### config.mk
export PLATFORM = sky130hd
export DESIGN_NAME = square_motion
export DESIGN_NICKNAME = d
export VERILOG_FILES = /design/src/rtl/square_motion.sv
export SDC_FILE = /design/constraint.sdc
export NUM_CORES = 2
export LEC_CHECK = 0
export ABC_AREA = 1
export CORE_MARGIN = 2
export CORE_UTILIZATION = 45
export DETAILED_ROUTE_END_ITERATION = 16
export DONT_BUFFER_PORTS = 1
export PLACE_DENSITY = 0.68
export SKIP_LAST_GASP = 1
export SYNTH_ARGS = -nofsm -noshare
export SYNTH_HDL_FRONTEND = slang
export SYNTH_SLANG_ARGS = --single-unit
### constraint.sdc
create_clock -name clk -period 25.8 [get_ports clk]
set_input_delay 2.58 -clock clk [delete_from_list [all_inputs] [get_ports clk]]
set_output_delay 2.58 -clock clk [all_outputs]
set_load 0.005 [all_outputs]
### src/rtl/square_motion.sv
// Motion stage for the dodge game: owns the 16 obstacle squares and the player
// square, steps them once per refresh_tick and publishes them on a packed bus.
`timescale 1ns/1ps
module square_motion #(
  parameter int H_MAX        = 640,
  parameter int V_MAX        = 480,
  parameter int SQUARE_SIZE  = 30,
  parameter int OBST_SPEED   = 2,
  parameter int PLAYER_SPEED = 3,
  parameter int PARK_COORD   = 1000,
  parameter int PLAYER_X0    = 305,
  parameter int PLAYER_Y0    = 225,
  parameter logic [15:0] LFSR_SEED = 16'hACE1
) (
  input  logic         clk,
  input  logic         reset,
  input  logic         refresh_tick,
  input  logic         btn_start,
  input  logic         btn_up,
  input  logic         btn_down,
  input  logic         btn_left,
  input  logic         btn_right,
  input  logic         status,
  input  logic [5:0]   num_squares,
  output logic [659:0] position,
  output logic [1:0]   game_state,
  output logic [4:0]   active_count
);

  localparam logic [9:0]  XLIM  = 10'(H_MAX - SQUARE_SIZE);
  localparam logic [9:0]  YLIM  = 10'(V_MAX - SQUARE_SIZE);
  localparam logic [10:0] OSTEP = 11'(OBST_SPEED);
  localparam logic [10:0] PSTEP = 11'(PLAYER_SPEED);
  localparam logic [9:0]  PARK  = 10'(PARK_COORD);
  localparam logic [9:0]  PX0   = 10'(PLAYER_X0);
  localparam logic [9:0]  PY0   = 10'(PLAYER_Y0);

  typedef enum logic [1:0] {
    ST_IDLE = 2'd0,
    ST_RUN  = 2'd1,
    ST_OVER = 2'd2
  } state_t;

  state_t      r_state;
  logic [4:0]  r_cnt;
  logic [15:0] r_lfsr;
  logic [9:0]  r_x  [16];
  logic [9:0]  r_y  [16];
  logic        r_dx [16];
  logic        r_dy [16];
  logic [9:0]  r_px;
  logic [9:0]  r_py;

  logic [10:0] w_xs [16];
  logic [10:0] w_ys [16];
  logic [9:0]  w_px_nxt;
  logic [9:0]  w_py_nxt;
  logic [4:0]  w_target;
  logic        w_fb;

  // Obstacle axis step; result is {new_dir, new_coord}. Sums are 11 bits so they cannot wrap.
  function automatic logic [10:0] obst_step(input logic [9:0] c, input logic d,
                                            input logic [9:0] lim);
    logic [10:0] sum;
    logic [10:0] res;
    sum = {1'b0, c} + OSTEP;
    if (d) begin
      if (sum > {1'b0, lim}) res = {1'b0, lim};
      else                   res = {1'b1, sum[9:0]};
    end else begin
      if ({1'b0, c} < OSTEP) res = {1'b1, 10'd0};
      else                   res = {1'b0, c - OSTEP[9:0]};
    end
    return res;
  endfunction

  function automatic logic [9:0] player_step(input logic [9:0] c, input logic dec,
                                             input logic inc, input logic [9:0] lim);
    logic [10:0] sum;
    logic [9:0]  res;
    sum = {1'b0, c} + PSTEP;
    res = c;
    if (dec && !inc) res = ({1'b0, c} < PSTEP) ? 10'd0 : c - PSTEP[9:0];
    if (inc && !dec) res = (sum > {1'b0, lim}) ? lim : sum[9:0];
    return res;
  endfunction

  always_comb begin
    for (int i = 0; i < 16; i++) begin
      w_xs[i] = obst_step(r_x[i], r_dx[i], XLIM);
      w_ys[i] = obst_step(r_y[i], r_dy[i], YLIM);
    end
    w_px_nxt = player_step(r_px, btn_left, btn_right, XLIM);
    w_py_nxt = player_step(r_py, btn_up, btn_down, YLIM);
    w_target = (num_squares > 6'd16) ? 5'd16 : num_squares[4:0];
    w_fb     = r_lfsr[15] ^ r_lfsr[13] ^ r_lfsr[12] ^ r_lfsr[10];
  end

  always_ff @(posedge clk or posedge reset) begin
    if (reset) begin
      r_state <= ST_IDLE;
      r_cnt   <= 5'd0;
      r_lfsr  <= LFSR_SEED;
      r_px    <= PX0;
      r_py    <= PY0;
      for (int i = 0; i < 16; i++) begin
        r_x[i]  <= PARK;
        r_y[i]  <= PARK;
        r_dx[i] <= 1'b0;
        r_dy[i] <= 1'b0;
      end
    end else begin
      r_lfsr <= {r_lfsr[14:0], w_fb};
      case (r_state)
        ST_IDLE: if (btn_start) r_state <= ST_RUN;
        ST_RUN: begin
          if (refresh_tick) begin
            if (!status) begin
              r_state <= ST_OVER;
            end else begin
              r_px <= w_px_nxt;
              r_py <= w_py_nxt;
              for (int i = 0; i < 16; i++) begin
                if (5'(i) < r_cnt) begin
                  r_x[i]  <= w_xs[i][9:0];
                  r_dx[i] <= w_xs[i][10];
                  r_y[i]  <= w_ys[i][9:0];
                  r_dy[i] <= w_ys[i][10];
                end
              end
              // The spawned slot index is >= r_cnt, so it never collides with a move above.
              if (r_cnt < w_target) begin
                r_x[r_cnt[3:0]]  <= {1'b0, r_lfsr[8:0]};
                r_y[r_cnt[3:0]]  <= 10'd0;
                r_dx[r_cnt[3:0]] <= r_lfsr[9];
                r_dy[r_cnt[3:0]] <= 1'b1;
                r_cnt            <= r_cnt + 5'd1;
              end
            end
          end
        end
        ST_OVER: begin
          if (btn_start) begin
            r_state <= ST_IDLE;
            r_cnt   <= 5'd0;
            r_px    <= PX0;
            r_py    <= PY0;
            for (int i = 0; i < 16; i++) begin
              r_x[i]  <= PARK;
              r_y[i]  <= PARK;
              r_dx[i] <= 1'b0;
              r_dy[i] <= 1'b0;
            end
          end
        end
        default: r_state <= ST_IDLE;
      endcase
    end
  end

  // Pure wiring from registers: the bus is registered with no logic after the flops.
  always_comb begin
    position = '0;
    for (int i = 0; i < 16; i++) begin
      position[40*i +: 10]    = r_x[i];
      position[40*i+10 +: 10] = r_y[i];
      position[40*i+20]       = r_dx[i];
      position[40*i+21]       = r_dy[i];
    end
    position[649:640] = r_px;
    position[659:650] = r_py;
  end

  assign game_state   = r_state;
  assign active_count = r_cnt;

endmodule

==> Implementation_results.wiki <==
{| class="wikitable"
! Metric !! Value
|-
| Y dimension of the die || 296 µm
|-
| Via Count || 38800
|-
| Net count of the finished layout || 5922
|-
| Yosys top cell by area || sky130_fd_sc_hd__dfstp_2
|-
| Adder-cell area share of the yosys netlist || 2.54%
|-
| End of the critical path || position[134]
|-
| Origin of the worst setup path || btn_start
|-
| Fin Setup TNS || 0 ns
|-
| DRT Wirelength || 128000 µm
|-
| Worst path top cell family by delay || buffers and inverters
|-
| Final std cells w/o fill || 7019
|-
| FF-to-FF setup slack || 21.19 ns
|-
| Vias in the first global route || 35400
|-
| Cts repair resizes || 0
|-
| Number of antenna violations at the first check in global routing || 8
|-
| Input/output buffers || 0
|-
| Worst Max-Slew Pin Slew || 1.11 ns
|-
| List of most frequent post-synthesis cells || 1431 x sky130_fd_sc_hd__nand2_1, 642 x sky130_fd_sc_hd__inv_1, 594 x sky130_fd_sc_hd__nor2_1
|-
| Final Cycle Share || 22.5%
|-
| Endpoint class of the critical path || flop
|-
| RSZ-0062 raised after global routing || false
|-
| Wire length per cell || 18.3 µm
|-
| Count of different cell masters after synthesis || 59
|-
| CTS Buf Count || 53
|-
| Area of the core region || 84900 µm²
|-
| Global placement routability congestion || 0.957
|-
| Setup Viol. Count Final || 0
|-
| Category of the worst setup path launch point || primary input
|-
| Destination of the worst register-to-register timing path || position[134]
|-
| Post-Route Skew || 0.0211 ns
|-
| Fill cell instance count of the final layout || 8878
|-
| Worst Reg-to-Reg Cells || 13
|-
| Summed instance area of the synthesized netlist || 38400 µm²
|-
| Cell types with the largest area share after synthesis || sky130_fd_sc_hd__dfstp_2 14%, sky130_fd_sc_hd__nand2_1 14%, sky130_fd_sc_hd__dfrtp_1 12%, sky130_fd_sc_hd__nand3_1 7.3%, sky130_fd_sc_hd__xor2_1 6.5%
|-
| Post-synth top area share || 14.2%
|-
| Cell with the most instances after synthesis || sky130_fd_sc_hd__nand2_1
|-
| Share of the synthesized area in compound gates (AO/OA/AOI/OAI) || 16.3%
|-
| Hold_buf cts || 0
|-
| Upper clock frequency limit || 172 MHz
|-
| Required @ worst endpoint || 26.31 ns
|-
| Mux contribution to synthesized area || 0%
|-
| Fraction of final layout cells sized beyond drive strength 1 || 7.25%
|-
| Placement row count || 107
|-
| Count of mapped cells out of synthesis || 6029
|-
| Final Power || 4.94 mW
|-
| Startpoint of the most critical register-to-register path || game_state[0]
|-
| Starting density of the core || 45.3%
|-
| Number of vias per cell || 5.53
|-
| Delay of the slowest cell on the worst path || 0.86 ns
|-
| Post-CTS Setup Inserts || 0
|-
| Dpl cells || 6918
|-
| Status || finished, final reports clean
|-
| Pre-Repair DR Iteration Count || 7
|-
| Leakage dissipation || 19.6 nW
|-
| Final routed DRC violation total || 0
|-
| Combinational family with the most area after synthesis || simple AND/OR/NAND/NOR gates
|-
| Critical path peak fanout || 142
|-
| Number of sinks handled by clock tree synthesis || 395
|-
| Number of top-level pins || 682
|-
| H-tree lvl count || 2
|-
| Hold Violations, Final || 0
|-
| Data arrival time of the worst path || 6.32 ns
|-
| Number of synthesized flops with an enable pin || 0
|-
| Total congestion overflow after global routing || 0
|-
| Fraction of the yosys area taken by sequential cells || 26.4%
|-
| Max transition margin || 26.2%
|-
| CTS tree || done
|-
| Async set-or-reset flop fraction in the synthesized netlist || 100%
|-
| Simple-gate share of the synthesized area || 32.0%
|-
| First-pass GRT wire length || 199000 µm
|-
| Clock input transition at the sequential cells of the worst setup and hold paths || 0.06 ns
|-
| Horizontal extent of the die || 296 µm
|-
| Global router's overall resource usage || 28.1%
|-
| Worst-Skew Late Latency || 0.62 ns
|-
| Flop and latch count out of synthesis || 395
|-
| DPL Wire Length || 89900 µm
|-
| Drt first-iter violations || 2845
|-
| Xor/xnor share of the synthesized area || 7.34%
|-
| Max rail drop VDD || 0.0682 mV
|-
| Clock Root Buffer || sky130_fd_sc_hd__clkbuf_16
|-
| Area growth from synthesis to final layout || 3.63%
|-
| Main flop type after synthesis || sky130_fd_sc_hd__dfstp_2
|-
| Mean post-synth cell area || 6.37 µm²
|-
| Category of the critical setup timing path || in -> reg
|-
| Maximum number of pins on one net before global-route repair || 155
|-
| Count of max-cap constraint violations || 0
|-
| Remaining number of nets flagged by the antenna check after routing || 0
|-
| Final max-slew violation count || 0
|-
| Worst-path cell with the longest stage delay || sky130_fd_sc_hd__buf_4
|-
| Buffers and inverters on the worst path || 5
|-
| Count of yosys warnings during synthesis || 0
|-
| Total stage count of the critical path || 13
|-
| Final design utilization || 46.9%
|-
| Worst-case clock buffer depth || 3
|-
| Crit path time final || 5.81 ns
|-
| Total Die Area || 87700 µm²
|-
| Crit path cell chain || inv_1, nor3_1, inv_1, nand2_1, nand2_4, inv_8, nand2_2, inv_8, buf_4, nand2_1, a21oi_1, o21ai_0, o21ai_0
|-
| Type of the tightest min-delay check || reg -> reg
|-
| Ratio of total power to cell area || 124 nW/µm²
|}
[kinds of logic after synthesis]
logic type      count (synthesis)
flops                         395
other cells                     1
buf+inv                      1236
xor+xnor                      322
simple gates                 2892
compound gates               1105
fa+ha+maj                      78
[power breakdown]
part           internal (mW)  switching [mW]  total [mW]
Clock                  0.547           0.314       0.862
Combinational          0.867            1.69        2.55
Sequential             0.939           0.583        1.52
[metrics by stage]
stage	hold slack (ns)	instance area, µm²	setup WS [ns]
floorplan	0.333	39500	12.58
global placement	0.337	37800	19.45
detailed placement	0.345	37800	19.37
CTS	0.354	39800	20.02
global route	0.355	39800	19.62
finish	0.351	39800	19.99
[placed cells by master (no fill, tap or decap), types with 7 or more instances in the layout]
cell,count
sky130_fd_sc_hd__buf_4,26
sky130_fd_sc_hd__nand2_1,1430
sky130_fd_sc_hd__o21a_1,8
sky130_fd_sc_hd__nor2_1,594
sky130_fd_sc_hd__xor2_1,283
sky130_fd_sc_hd__xnor2_1,39
sky130_fd_sc_hd__conb_1,288
sky130_fd_sc_hd__nand4_1,99
sky130_fd_sc_hd__clkbuf_1,7
sky130_fd_sc_hd__a21oi_1,324
sky130_fd_sc_hd__nand3b_1,36
sky130_fd_sc_hd__nor3_1,95
sky130_fd_sc_hd__nand2_2,12
sky130_fd_sc_hd__a22oi_1,32
sky130_fd_sc_hd__o31ai_1,19
sky130_fd_sc_hd__o21ai_0,453
sky130_fd_sc_hd__o2111ai_1,11
sky130_fd_sc_hd__nor4_1,9
sky130_fd_sc_hd__a31oi_1,30
sky130_fd_sc_hd__ha_1,78
sky130_fd_sc_hd__clkbuf_16,55
sky130_fd_sc_hd__clkinv_2,9
sky130_fd_sc_hd__nor2_2,8
sky130_fd_sc_hd__o22ai_1,56
sky130_fd_sc_hd__dfstp_2,208
sky130_fd_sc_hd__nand3_1,557
sky130_fd_sc_hd__clkbuf_8,10
sky130_fd_sc_hd__o21bai_1,27
sky130_fd_sc_hd__o211ai_1,108
sky130_fd_sc_hd__or2_2,37
sky130_fd_sc_hd__bufinv_16,13
sky130_fd_sc_hd__inv_1,641
sky130_fd_sc_hd__inv_2,17
sky130_fd_sc_hd__o21ai_1,12
sky130_fd_sc_hd__dfrtp_1,187
[worst min path at each step]
stage | from | to | slack (ns) | cells after the start
after floorplan | r_lfsr[14] | r_lfsr[15] | 0.33 | 0
after global placement | r_lfsr[14] | r_lfsr[15] | 0.34 | 0
after detailed placement | r_lfsr[14] | r_lfsr[15] | 0.35 | 0
after CTS | r_lfsr[14] | r_lfsr[15] | 0.35 | 0
after global routing | r_lfsr[14] | r_lfsr[15] | 0.36 | 0
final | r_lfsr[14] | r_lfsr[15] | 0.35 | 0
[state kept, by name, indices dropped and copies added (netlist names)]
name,flops
active_count,5
game_state,2
position,352
r_lfsr,16
r_px,10
r_py,10
[routing by layer]
metal | vias to the layer above | part of all wire [%] | GRT usage, %
met5 | - | 0.010 | 0
met4 | 2 | 3.0 | 8.76
met3 | 198 | 8.9 | 6.80
met2 | 1410 | 46 | 46.1
met1 | 18400 | 43 | 36.4
li1 | 18800 | - | -
[cell type report]
cell class	instances	area, µm²	share of cell area, %
flip-flops and latches	395	10100	25.5
repair buffers	27	215	0.541
clock inverters	28	484	1.22
well taps	1144	1430	3.60
diodes	1	2.50	0.00629
clock buffers	72	1540	3.87
inverters	667	2530	6.35
multi-input cells	4685	23500	58.9
Power figures use the tool's default switching activity.
